$ cat src/rtl/stm32_bus_master_if.sv
// -----------------------------------------------------------------------------
// stm32_bus_master_if
// Groups the command, write-FIFO, read-return and DATA_SYNC/DATA_BUS signals of
// the STM32-side bus master so they travel as one port.
//
// Signals (direction as seen from the master modport):
//   cmd_valid  in   request a transaction (accepted when cmd_valid & cmd_ready)
//   cmd_ready  out  master is idle and can take a command
//   cmd_code   in   command byte sent in the SYNC cycle
//   cmd_dir    in   0 = write payload, 1 = read payload
//   cmd_len    in   payload byte count (clamped to MAX_LEN by the master)
//   wr_data    in   payload byte to queue in the write FIFO
//   wr_valid   in   push strobe (push when wr_valid & wr_ready)
//   wr_ready   out  write FIFO has room
//   rd_data    out  captured read byte
//   rd_valid   out  one-cycle pulse per captured read byte
//   busy       out  a transaction is in progress
//   done       out  one-cycle pulse at the end of a transaction
//   DATA_SYNC  out  frame strobe to the responder
//   bus_out    out  value the master drives onto DATA_BUS
//   bus_oe     out  1 = master drives DATA_BUS
//   bus_in     in   sampled DATA_BUS
// -----------------------------------------------------------------------------
interface stm32_bus_master_if #(
    parameter int LEN_W = 6
);
    logic             cmd_valid;
    logic             cmd_ready;
    logic [7:0]       cmd_code;
    logic             cmd_dir;
    logic [LEN_W-1:0] cmd_len;
    logic [7:0]       wr_data;
    logic             wr_valid;
    logic             wr_ready;
    logic [7:0]       rd_data;
    logic             rd_valid;
    logic             busy;
    logic             done;
    logic             DATA_SYNC;
    logic [7:0]       bus_out;
    logic             bus_oe;
    logic [7:0]       bus_in;

    modport master (
        input  cmd_valid, cmd_code, cmd_dir, cmd_len, wr_data, wr_valid, bus_in,
        output cmd_ready, wr_ready, rd_data, rd_valid, busy, done,
               DATA_SYNC, bus_out, bus_oe
    );

    modport slave (
        output cmd_valid, cmd_code, cmd_dir, cmd_len, wr_data, wr_valid, bus_in,
        input  cmd_ready, wr_ready, rd_data, rd_valid, busy, done,
               DATA_SYNC, bus_out, bus_oe
    );
endinterface

$ cat src/rtl/stm32_bus_master.sv
// -----------------------------------------------------------------------------
// stm32_bus_master
// Initiator end of the 8-bit DATA_SYNC/DATA_BUS link. Each accepted command
// produces one frame: a SYNC cycle carrying the command byte, then exactly
// len payload bytes, one per clock, either driven from the write FIFO (write)
// or captured from bus_in (read). Writes do not start until the FIFO holds
// the whole payload, because the responder cannot be stalled mid-frame.
//
// Ports:
//   clk_in    in   bus clock, all logic on posedge
//   reset_in  in   synchronous active-high reset; aborts any frame in flight
//   bus_if    master modport of stm32_bus_master_if (command, write FIFO,
//             read return, DATA_SYNC, bus_out/bus_oe/bus_in)
//
// Parameters:
//   MAX_LEN    write FIFO depth and maximum payload bytes per transaction
//   LEN_W      width of length/fill/count registers; must hold MAX_LEN
//   READ_SKIP  idle turnaround cycles between SYNC and the first read capture
// -----------------------------------------------------------------------------
module stm32_bus_master #(
    parameter int MAX_LEN   = 32,
    parameter int LEN_W     = 6,
    parameter int READ_SKIP = 1
) (
    input  logic                 clk_in,
    input  logic                 reset_in,
    stm32_bus_master_if.master   bus_if
);

    localparam int PTR_W = (MAX_LEN > 1) ? $clog2(MAX_LEN) : 1;

    localparam logic [LEN_W-1:0] MAX_LEN_C   = LEN_W'(MAX_LEN);
    localparam logic [LEN_W-1:0] SKIP_LAST_C = LEN_W'((READ_SKIP > 0) ? (READ_SKIP - 1) : 0);
    localparam logic [PTR_W-1:0] PTR_LAST_C  = PTR_W'(MAX_LEN - 1);
    localparam logic [LEN_W-1:0] LEN_ZERO_C  = {LEN_W{1'b0}};
    localparam logic [LEN_W-1:0] LEN_ONE_C   = LEN_W'(1);
    localparam logic [PTR_W-1:0] PTR_ZERO_C  = {PTR_W{1'b0}};

    typedef enum logic [2:0] {
        ST_IDLE      = 3'd0,
        ST_WAIT_DATA = 3'd1,
        ST_SYNC      = 3'd2,
        ST_WRITE     = 3'd3,
        ST_TURN      = 3'd4,
        ST_READ      = 3'd5,
        ST_DONE      = 3'd6
    } state_t;

    // Circular FIFO pointer advance; MAX_LEN need not be a power of two.
    function automatic logic [PTR_W-1:0] ptr_inc(input logic [PTR_W-1:0] ptr);
        logic [PTR_W-1:0] nxt;
        if (ptr == PTR_LAST_C) begin
            nxt = PTR_ZERO_C;
        end else begin
            nxt = ptr + PTR_W'(1);
        end
        return nxt;
    endfunction

    state_t           state_q, state_d;
    logic [7:0]       code_q, code_d;
    logic             dir_q, dir_d;
    logic [LEN_W-1:0] len_q, len_d;
    logic [LEN_W-1:0] cnt_q, cnt_d;

    logic [7:0]       fifo_mem_q [MAX_LEN];
    logic [PTR_W-1:0] wr_ptr_q, wr_ptr_d;
    logic [PTR_W-1:0] rd_ptr_q, rd_ptr_d;
    logic [LEN_W-1:0] fill_q, fill_d;

    logic [7:0]       rd_data_q, rd_data_d;
    logic             rd_valid_q, rd_valid_d;

    logic             push_s;
    logic             pop_s;
    logic             capture_s;
    logic [LEN_W-1:0] cmd_len_clamped_s;

    // FIFO push/pop qualifiers and command length clamp.
    always_comb begin
        push_s    = bus_if.wr_valid & (fill_q < MAX_LEN_C);
        // Only the WRITE phase consumes FIFO bytes; the empty guard is defensive,
        // a write never enters WRITE without len bytes already queued.
        pop_s     = (state_q == ST_WRITE) && (fill_q != LEN_ZERO_C);
        // READ lasts len+1 cycles: len capture cycles, then one cycle that lets
        // the last rd_valid pulse go out before DONE.
        capture_s = (state_q == ST_READ) && (cnt_q < len_q);
        if (bus_if.cmd_len > MAX_LEN_C) begin
            cmd_len_clamped_s = MAX_LEN_C;
        end else begin
            cmd_len_clamped_s = bus_if.cmd_len;
        end
    end

    // FIFO pointer and fill next-state.
    always_comb begin
        wr_ptr_d = wr_ptr_q;
        rd_ptr_d = rd_ptr_q;
        fill_d   = fill_q;
        if (push_s) begin
            wr_ptr_d = ptr_inc(wr_ptr_q);
        end else begin
            wr_ptr_d = wr_ptr_q;
        end
        if (pop_s) begin
            rd_ptr_d = ptr_inc(rd_ptr_q);
        end else begin
            rd_ptr_d = rd_ptr_q;
        end
        if (push_s && !pop_s) begin
            fill_d = fill_q + LEN_ONE_C;
        end else if (!push_s && pop_s) begin
            fill_d = fill_q - LEN_ONE_C;
        end else begin
            fill_d = fill_q;
        end
    end

    // Transaction FSM next-state, command latch and phase counter.
    always_comb begin
        state_d = state_q;
        code_d  = code_q;
        dir_d   = dir_q;
        len_d   = len_q;
        cnt_d   = cnt_q;
        case (state_q)
            ST_IDLE: begin
                if (bus_if.cmd_valid) begin
                    code_d = bus_if.cmd_code;
                    dir_d  = bus_if.cmd_dir;
                    len_d  = cmd_len_clamped_s;
                    cnt_d  = LEN_ZERO_C;
                    if (!bus_if.cmd_dir && (fill_q < cmd_len_clamped_s)) begin
                        state_d = ST_WAIT_DATA;
                    end else begin
                        state_d = ST_SYNC;
                    end
                end else begin
                    state_d = ST_IDLE;
                end
            end
            ST_WAIT_DATA: begin
                // Count a push landing this cycle so SYNC follows the cycle in
                // which the last needed byte is pushed.
                if ((fill_q + LEN_W'(push_s)) >= len_q) begin
                    state_d = ST_SYNC;
                end else begin
                    state_d = ST_WAIT_DATA;
                end
            end
            ST_SYNC: begin
                cnt_d = LEN_ZERO_C;
                if (len_q == LEN_ZERO_C) begin
                    state_d = ST_DONE;
                end else if (!dir_q) begin
                    state_d = ST_WRITE;
                end else if (READ_SKIP == 0) begin
                    state_d = ST_READ;
                end else begin
                    state_d = ST_TURN;
                end
            end
            ST_WRITE: begin
                if (cnt_q == (len_q - LEN_ONE_C)) begin
                    state_d = ST_DONE;
                    cnt_d   = LEN_ZERO_C;
                end else begin
                    cnt_d   = cnt_q + LEN_ONE_C;
                end
            end
            ST_TURN: begin
                if (cnt_q == SKIP_LAST_C) begin
                    state_d = ST_READ;
                    cnt_d   = LEN_ZERO_C;
                end else begin
                    cnt_d   = cnt_q + LEN_ONE_C;
                end
            end
            ST_READ: begin
                if (cnt_q == len_q) begin
                    state_d = ST_DONE;
                    cnt_d   = LEN_ZERO_C;
                end else begin
                    cnt_d   = cnt_q + LEN_ONE_C;
                end
            end
            ST_DONE: begin
                state_d = ST_IDLE;
            end
            default: begin
                state_d = ST_IDLE;
            end
        endcase
    end

    // Read return path: register the byte sampled in each capture cycle.
    always_comb begin
        rd_data_d  = rd_data_q;
        rd_valid_d = 1'b0;
        if (capture_s) begin
            rd_data_d  = bus_if.bus_in;
            rd_valid_d = 1'b1;
        end else begin
            rd_data_d  = rd_data_q;
            rd_valid_d = 1'b0;
        end
    end

    // Control, counter, FIFO bookkeeping and read-return registers.
    always_ff @(posedge clk_in) begin
        if (reset_in) begin
            state_q    <= ST_IDLE;
            code_q     <= 8'h00;
            dir_q      <= 1'b0;
            len_q      <= LEN_ZERO_C;
            cnt_q      <= LEN_ZERO_C;
            wr_ptr_q   <= PTR_ZERO_C;
            rd_ptr_q   <= PTR_ZERO_C;
            fill_q     <= LEN_ZERO_C;
            rd_data_q  <= 8'h00;
            rd_valid_q <= 1'b0;
        end else begin
            state_q    <= state_d;
            code_q     <= code_d;
            dir_q      <= dir_d;
            len_q      <= len_d;
            cnt_q      <= cnt_d;
            wr_ptr_q   <= wr_ptr_d;
            rd_ptr_q   <= rd_ptr_d;
            fill_q     <= fill_d;
            rd_data_q  <= rd_data_d;
            rd_valid_q <= rd_valid_d;
        end
    end

    // FIFO storage; contents need no reset because the pointers define validity.
    always_ff @(posedge clk_in) begin
        if (push_s) begin
            fifo_mem_q[wr_ptr_q] <= bus_if.wr_data;
        end
    end

    // Bus and status outputs decoded from registered state only.
    always_comb begin
        bus_if.cmd_ready = (state_q == ST_IDLE);
        bus_if.busy      = (state_q != ST_IDLE);
        bus_if.done      = (state_q == ST_DONE);
        bus_if.DATA_SYNC = (state_q == ST_SYNC);
        bus_if.bus_oe    = (state_q == ST_SYNC) || (state_q == ST_WRITE);
        bus_if.wr_ready  = (fill_q < MAX_LEN_C);
        bus_if.rd_data   = rd_data_q;
        bus_if.rd_valid  = rd_valid_q;
        case (state_q)
            ST_SYNC:  bus_if.bus_out = code_q;
            ST_WRITE: bus_if.bus_out = fifo_mem_q[rd_ptr_q];
            default:  bus_if.bus_out = 8'h00;
        endcase
    end

endmodule

$ cat src/flat_wrapper.sv
// flat-port wrapper written by rule: the top's interface ports become plain ports
module stm32_bus_master_flat 
#(
    parameter int MAX_LEN   = 32,
    parameter int LEN_W     = 6,
    parameter int READ_SKIP = 1
)
  (clk_in, reset_in, bus_if_cmd_valid, bus_if_cmd_code, bus_if_cmd_dir, bus_if_cmd_len, bus_if_wr_data, bus_if_wr_valid, bus_if_bus_in, bus_if_cmd_ready, bus_if_wr_ready, bus_if_rd_data, bus_if_rd_valid, bus_if_busy, bus_if_done, bus_if_DATA_SYNC, bus_if_bus_out, bus_if_bus_oe);
  stm32_bus_master_if #(.LEN_W(LEN_W)) bus_if_i ();
  input  logic clk_in;
  input  logic reset_in;
  input wire logic [$bits(bus_if_i.cmd_valid)-1:0] bus_if_cmd_valid;
  input wire logic [$bits(bus_if_i.cmd_code)-1:0] bus_if_cmd_code;
  input wire logic [$bits(bus_if_i.cmd_dir)-1:0] bus_if_cmd_dir;
  input wire logic [$bits(bus_if_i.cmd_len)-1:0] bus_if_cmd_len;
  input wire logic [$bits(bus_if_i.wr_data)-1:0] bus_if_wr_data;
  input wire logic [$bits(bus_if_i.wr_valid)-1:0] bus_if_wr_valid;
  input wire logic [$bits(bus_if_i.bus_in)-1:0] bus_if_bus_in;
  output wire logic [$bits(bus_if_i.cmd_ready)-1:0] bus_if_cmd_ready;
  output wire logic [$bits(bus_if_i.wr_ready)-1:0] bus_if_wr_ready;
  output wire logic [$bits(bus_if_i.rd_data)-1:0] bus_if_rd_data;
  output wire logic [$bits(bus_if_i.rd_valid)-1:0] bus_if_rd_valid;
  output wire logic [$bits(bus_if_i.busy)-1:0] bus_if_busy;
  output wire logic [$bits(bus_if_i.done)-1:0] bus_if_done;
  output wire logic [$bits(bus_if_i.DATA_SYNC)-1:0] bus_if_DATA_SYNC;
  output wire logic [$bits(bus_if_i.bus_out)-1:0] bus_if_bus_out;
  output wire logic [$bits(bus_if_i.bus_oe)-1:0] bus_if_bus_oe;
  assign bus_if_i.cmd_valid = bus_if_cmd_valid;
  assign bus_if_i.cmd_code = bus_if_cmd_code;
  assign bus_if_i.cmd_dir = bus_if_cmd_dir;
  assign bus_if_i.cmd_len = bus_if_cmd_len;
  assign bus_if_i.wr_data = bus_if_wr_data;
  assign bus_if_i.wr_valid = bus_if_wr_valid;
  assign bus_if_i.bus_in = bus_if_bus_in;
  assign bus_if_cmd_ready = bus_if_i.cmd_ready;
  assign bus_if_wr_ready = bus_if_i.wr_ready;
  assign bus_if_rd_data = bus_if_i.rd_data;
  assign bus_if_rd_valid = bus_if_i.rd_valid;
  assign bus_if_busy = bus_if_i.busy;
  assign bus_if_done = bus_if_i.done;
  assign bus_if_DATA_SYNC = bus_if_i.DATA_SYNC;
  assign bus_if_bus_out = bus_if_i.bus_out;
  assign bus_if_bus_oe = bus_if_i.bus_oe;
  stm32_bus_master #(.MAX_LEN(MAX_LEN), .LEN_W(LEN_W), .READ_SKIP(READ_SKIP)) u_core (.clk_in(clk_in), .reset_in(reset_in), .bus_if(bus_if_i));
endmodule
$ cat config.mk
export PLATFORM = sky130hd
export DESIGN_NAME = stm32_bus_master_flat
export DESIGN_NICKNAME = d
export VERILOG_FILES = /design/src/rtl/stm32_bus_master_if.sv /design/src/rtl/stm32_bus_master.sv /design/src/flat_wrapper.sv
export SDC_FILE = /design/constraint.sdc
export NUM_CORES = 1
export LEC_CHECK = 0
export BUFFER_PORTS_ARGS = -buffer_cell sky130_fd_sc_hd__buf_4
export CORE_UTILIZATION = 58
export CTS_BUF_LIST = sky130_fd_sc_hd__clkbuf_4
export CTS_CLUSTER_SIZE = 28
export DETAILED_ROUTE_END_ITERATION = 10
export PLACE_DENSITY_LB_ADDON = 0.2
export SLEW_MARGIN = 20
export SYNTH_ARGS = -nofsm -noshare
export SYNTH_HDL_FRONTEND = slang
export SYNTH_SLANG_ARGS = --single-unit
$ cat constraint.sdc
create_clock -name clk_in -period 3 [get_ports clk_in]
set_clock_uncertainty 0.1 [all_clocks]
set_input_delay 0.15 -clock clk_in [delete_from_list [all_inputs] [get_ports clk_in]]
set_output_delay 0.15 -clock clk_in [all_outputs]
set_load 0.02 [all_outputs]
---- Yosys cells after proc, flatten, opt, wreduce, memory -nomap -nowiden ----
Memories as Yosys holds them, arrays and structs flattened. A register that Yosys moved wholly into a read port is not among the register bits.
Index checks and enable logic that the tools add are counted.
Widths: inputs -> output; s select.
storage, ports and cells
  memories kept ........................... 1
  logic and storage cells ................. 82
  flip-flop bits (word level) ............. 49
  output and inout bits ................... 23
  RAM bits ................................ 256
  input port bits ......................... 35
memory list
  memory             words  width  rd ports  clocked after Yosys merged registers in  write ports  line                    text
  u_core.fifo_mem_q  32     8      1         1                                        1            stm32_bus_master.sv:66  logic [7:0] fifo_mem_q [MAX_LEN];
operators by class
  equality and inequality tests ........... 14
  bitwise gates (word level) .............. 1
  reduce and logical (&&, ||, !) cells .... 19
  $add $sub $neg .......................... 7
  order comparisons ....................... 5
  muxes and demuxes ....................... 25
operators with widths
  kind                 count
  $mux 6               7
  $pmux 6 s5           1
  $mux 5               4
  $pmux 3 s6           1
  $pmux 8 s2           1
  $mux 3               5
  $add 6x1->6 const B  2
  $eq 6x6->1           2
  $logic_not 6->1      2
  $lt 6x6->1           2
  $sub 6x1->6 const B  2
  $add 5x1->5 const B  2
  $eq 5x5->1 const B   2
  $eq 3x3->1 const B   3
  $add 6x1->6          1
  $eq 3x2->1 const B   2
  $ge 6x6->1           1
  $gt 6x6->1 const B   1
  $lt 6x6->1 const B   1
  $mux 2               3
  $ne 2x2->1 const B   3
  $reduce_bool 6->1    1
  $logic_and 1x1->1    5
  $reduce_bool 5->1    1
  other kinds (11)     16

---- Longest topological paths before layout ----
  depth after elaboration ................. 7
  depth in mapped cells ................... 14

---- Least setup slack after synthesis ----
Ideal clock, no wire load.
  kind .................................... register to register
  start point ............................. reg u_core.fill_q[0]
  end point ............................... reg u_core.fill_q[5]
  required time ........................... 2772 ps
  setup slack ............................. -67 ps
  arrival time ............................ 2840 ps
  clock period less this slack ............ 3067 ps
  setup time .............................. 128 ps
  stages on the path, launching flop included .. 12
  path through ............................ dfxtp_1 or4_1 o31ai_4 ha_1 inv_1 ha_1 a21o_1 a21o_1 a211o_1 o211ai_1 xnor2_1 nor2_1
between the ends
  longest elaborated chain between the ends .. 5
  elaborated cells on any way between the ends .. 13
  classes of those cells .................. add/sub: 2; order compare: 1; mux: 2; bitwise: 1; reduce/logical: 7
RTL lines
  what                                                   line                                              text
  start, declared                                        stm32_bus_master.sv:69                            logic [LEN_W-1:0] fill_q, fill_d;
  start signal, assigned                                 stm32_bus_master.sv:230                           fill_q <= fill_d;
  $lt 6x6->1 or $reduce_bool 6->1 (tied branches)        stm32_bus_master.sv:81, stm32_bus_master.sv:84
  $and 1x1->1 or $logic_and 1x1->1 (tied branches)       stm32_bus_master.sv:81, stm32_bus_master.sv:84
  $logic_not 1->1 (on tied branches)                     stm32_bus_master.sv:112, stm32_bus_master.sv:110
  $logic_and 1x1->1 (on tied branches)                   stm32_bus_master.sv:112, stm32_bus_master.sv:110
  $reduce_bool 2->1 (no line) or $mux 6 (tied branches)  -
Several ways; a longest one is shown, not always the timed one. The select of a mux whose other input is x is not followed.
A chain may end at the register's enable or synchronous reset.

==> impl.org <==
** Run status
- The run finished, with violations left.
- Violations in the final reports :: negative setup slack

** Logic synthesis
- A synthesized cell averages 16.1 sq um.
- Summed over all instances, the cell type with the most area after synthesis is sky130_fd_sc_hd__edfxtp_1.
- Post-synth net total :: between 900 and 1000
- The commonest cells after synthesis are 256 x sky130_fd_sc_hd__edfxtp_1, 77 x sky130_fd_sc_hd__nand2_1, 71 x sky130_fd_sc_hd__nor2_1.
- During synthesis, Yosys emitted a total of 0 warnings.
- Most frequently used cell type in the post-synthesis netlist :: sky130_fd_sc_hd__edfxtp_1
- Primary FF master, synth :: sky130_fd_sc_hd__edfxtp_1
- The synthesized design contains 256 enable-type register cells.
- The number of different library cells used by synthesis comes to 57.
- Sequential elements use 65.8% of the synthesized area.
- Register bit count reported by yosys :: slightly above 300
- Top cells by area in the synthesized netlist :: sky130_fd_sc_hd__edfxtp_1 58%, sky130_fd_sc_hd__mux4_2 8.8%, sky130_fd_sc_hd__dfxtp_1 8.1%
- After technology mapping, the gate count stands at 830.
- Fraction of post-synthesis cell area in the top cell type by area :: 57.7%
- After synthesis the cells add up to 13300 sq um.
- Fraction of registers with async set or reset after synthesis :: 0%

** Setup path
- The worst register-to-register path has a setup slack of ~130 ps.
- The worst setup path is captured at a primary output.
- RR Endpoint :: u_core.fill_q[5]$_SDFFE_PP0P_
- Reg2Reg Launch Point :: u_core.fill_q[0]$_SDFFE_PP0P_
- The critical path is of the reg2out type.
- Crit path max-delay cell type :: sky130_fd_sc_hd__mux4_2
- For the worst setup path, the data required time is 2750 ps.
- Walking the worst path, the cells encountered are buf_8, clkbuf_16, mux4_2, mux4_2, o21ai_1, a21oi_1, buf_4.
- In this run the worst path has a maximum fanout of 5.
- The worst setup path is launched from a flop.
- Measured in cells, the most critical reg-to-reg path has a length of 11.
- For the worst setup path, the data arrival time is 2780 ps.
- Most frequent cell on the critical path :: sky130_fd_sc_hd__mux4_2
- CP max stage delay :: 540 ps

** Floorplan
- Once the floorplan was initialized, standard cells occupied 59.0% of the core.
- Area of the core :: 22600 sq um
- After floorplanning, the core was divided into between 50 and 60 placement rows.
- The floorplan step set the die height to 154 um.
- In this run the count of I/O pins placed on the die edge is 58.
- The die is 154 um wide.
- The die covers between 20000 and 25000 sq um.

** STA
- Static timing analysis puts the maximum clock frequency at 330 MHz.
- Shortest period the worst path allows :: ~3000 ps
- Least-Margin Pin Slew :: 874 ps
- Setup repair after global routing missed its margin :: true
- Setup slack after layout :: -29.1 ps
- The worst pin sits at a relative slew slack of between 40 and 50%.
- Number of max-slew violations in the final report :: 0
- Final-report setup violation count :: 6
- The final critical path takes up 101% of the cycle.
- Number of hold-slack violations in the final timing report :: 0

** Hold path
- Destination of the worst hold path :: u_core.state_q[1]$_SDFFE_PP0P_
- The worst hold path begins at bus_if_cmd_valid.
- Counting instances, the worst hold path has a depth of 5.
- Hold WC Path Type :: in2reg

** Placed design
- The count of buffers added on input and output ports is 57.
- Final weighted congestion in routability-driven placement :: 0.877
- Placed cell count :: 1166
- The HPWL after detailed placement is 18700 um.

** GRT
- Global routing met3 resource utilization :: 7.07%
- Routing layer with the top usage in global route :: met2
- Global routing consumed, over all layers together, a little over a quarter of the routing resources.
- GRT met2 Usage :: 45.1%
- The first global-routing pass estimated between 40000 and 50000 um of wire.
- Maximum number of pins on one net before global-route repair :: 65
- The number of global-route vias before repair is 8606.
- Overall overflow remaining after global route :: 0
- Global routing consumed, on the met1 layer, around 33% of the routing resources.
- The initial antenna violation count is 2.

** Routing
- The routed layout has 8329 vias.
- Final wirelength :: 31400 um
- Remaining antenna violation count after routing :: 0
- In the routed design, unresolved DRC markers number 0.
- Drt initial violations :: 713
- Number of vias per cell :: 6.03
- Routed len/inst :: around 23 um
- Total iterations of the first detailed-routing run :: 5

** Clock tree
- Clock root buffer master :: sky130_fd_sc_hd__clkbuf_4
- Number of sinks on the clock net :: slightly above 300
- Htree depth :: 3
- TritonCTS built the clock tree.
- Clock-pin slew was measured on the worst setup and hold paths at 70 ps.
- Number of buffers added by the clock tree synthesis step :: between 70 and 80
- Longest Clk Path Bufs :: 3
- Clock latency on the worst-skew pair :: 690 ps

** Pwr
- The worst-case IR drop observed on VDD is 521 uV.
- Ratio of total power to cell area :: between 600 and 700 nW/um^2
- Static Leakage :: 0.00566 uW

** Final layout
- The area growth from synthesis to layout is 20.2%.
- Cells with a size suffix above 1 make up 28.9% of the layout.
- The final layout contains 1105 nets.
- The count of cells in the finished layout, fillers not included, comes to 1382.
- Cells fill 70.9% of the core in the end.

** Run
- The tool flagged a number of max-cap violations equal to 0.
-- through the flow --
stage	hold WS (ps)	power (uW)	TNS (ps)	instance area (sq um)	setup WS, ps
finish	80.0	10600	-107	16000	-29.1
global route	35.6	11100	-784	16000	-134
CTS	20.1	10600	-397	15800	-64.2
detailed placement	302	6760	0	14100	79.1
global placement	281	6710	0	14100	147
floorplan	149	6210	0	13300	6.43
-- worst max-delay path, delay by kind of cell, from the launching register on --
family | cells | cell delay [ps]
buf+inv | 3 | 480
flops | 1 | 410
mux | 2 | 1020
compound gates | 2 | 210
-- layout make-up --
class / count / area (sq um)
clock buffers: 116 / 871
clock inverters: 27 / 195
flip-flops and latches: 310 / 8780
well taps: 285 / 357
diodes: 2 / 5.00
fillers: 1507 / 6560
multi-input cells: 459 / 4200
repair buffers: 160 / 1520
inverters: 23 / 88.8
-- registers in the layout, indices dropped and copies added, names as in the netlist, named ones only --
name and flops:
u_core.bus_if.rd_data 8, u_core.bus_if.rd_valid 1, u_core.cnt_q 6, u_core.code_q 8
u_core.dir_q 1, u_core.fifo_mem_q 256, u_core.fill_q 6, u_core.len_q 6
u_core.rd_ptr_q 5, u_core.state_q 3, u_core.wr_ptr_q 5
-- cells by family after synthesis --
logic type                 share of synthesized area, %
xor gates and xnor gates                           1.25
adders and majority gates                          3.63
buffers and inverters                              2.67
DFF                                                65.8
AOI/OAI and AO/OA                                  4.63
and+or+nand+nor                                    6.91
muxes                                              15.1
-- worst max path at each step --
stage / cells after the start / startpoint / endpoint / slack, ps
after global placement: 11 / u_core.fill_q[5]$_SDFFE_PP0P_ / u_core.fill_q[5]$_SDFFE_PP0P_ / 150
after floorplan: 11 / u_core.fill_q[5]$_SDFFE_PP0P_ / u_core.fill_q[5]$_SDFFE_PP0P_ / 6
final: 7 / flop / bus_if_bus_out[2] / -30
after global routing: 7 / flop / bus_if_bus_out[4] / -130
after detailed placement: 11 / u_core.fill_q[5]$_SDFFE_PP0P_ / u_core.fill_q[5]$_SDFFE_PP0P_ / 80
after CTS: 6 / flop / bus_if_bus_out[2] / -60
-- repair_timing --
action / in CTS / in global routing
endpoints found under the setup margin: 8 / 10
endpoints found under the hold margin: 309 / 0
cloned: 0 / 5
gates resized for setup: 3 / 26
hold buffers: 57 / 0
buffers inserted: 4 / 5
pin swaps: 0 / 13
-- power by group --
| part | leakage [uW] | switching (uW) | internal (uW) | total, uW |
|---|---|---|---|---|
| clock network | 0.000624 | 1670 | 2040 | 3710 |
| logic | 0.00228 | 1120 | 923 | 2040 |
| registers | 0.00275 | 107 | 4780 | 4890 |
-- cell usage in the layout (no fill, tap or decap), drive strengths merged, types with 3 or more instances in the layout --
cell type    count
a211oi           4
a21o             4
a21oi           36
a22oi            9
a31oi            6
a41oi            3
and2             3
and3             4
buf             99
bufinv           3
clkbuf         120
clkinv          23
dfxtp           54
dlygate4sd3     57
edfxtp         256
ha              37
inv             24
mux2             4
mux2i           27
mux4            72
nand2           77
nand3            7
nand3b           6
nand4            5
nor2            72
nor2b            5
nor3            10
o21ai           18
o31ai            3
or3              7
xnor2            9
xor2            10
-- metal layers --
metal / up-vias / part of all wire, %
met3: 58 / 8.9
li1: 3678 / -
met5: - / 0
met4: 0 / 2.0
met1: 4171 / 38
met2: 422 / 51
Power figures use the tool's default switching activity.
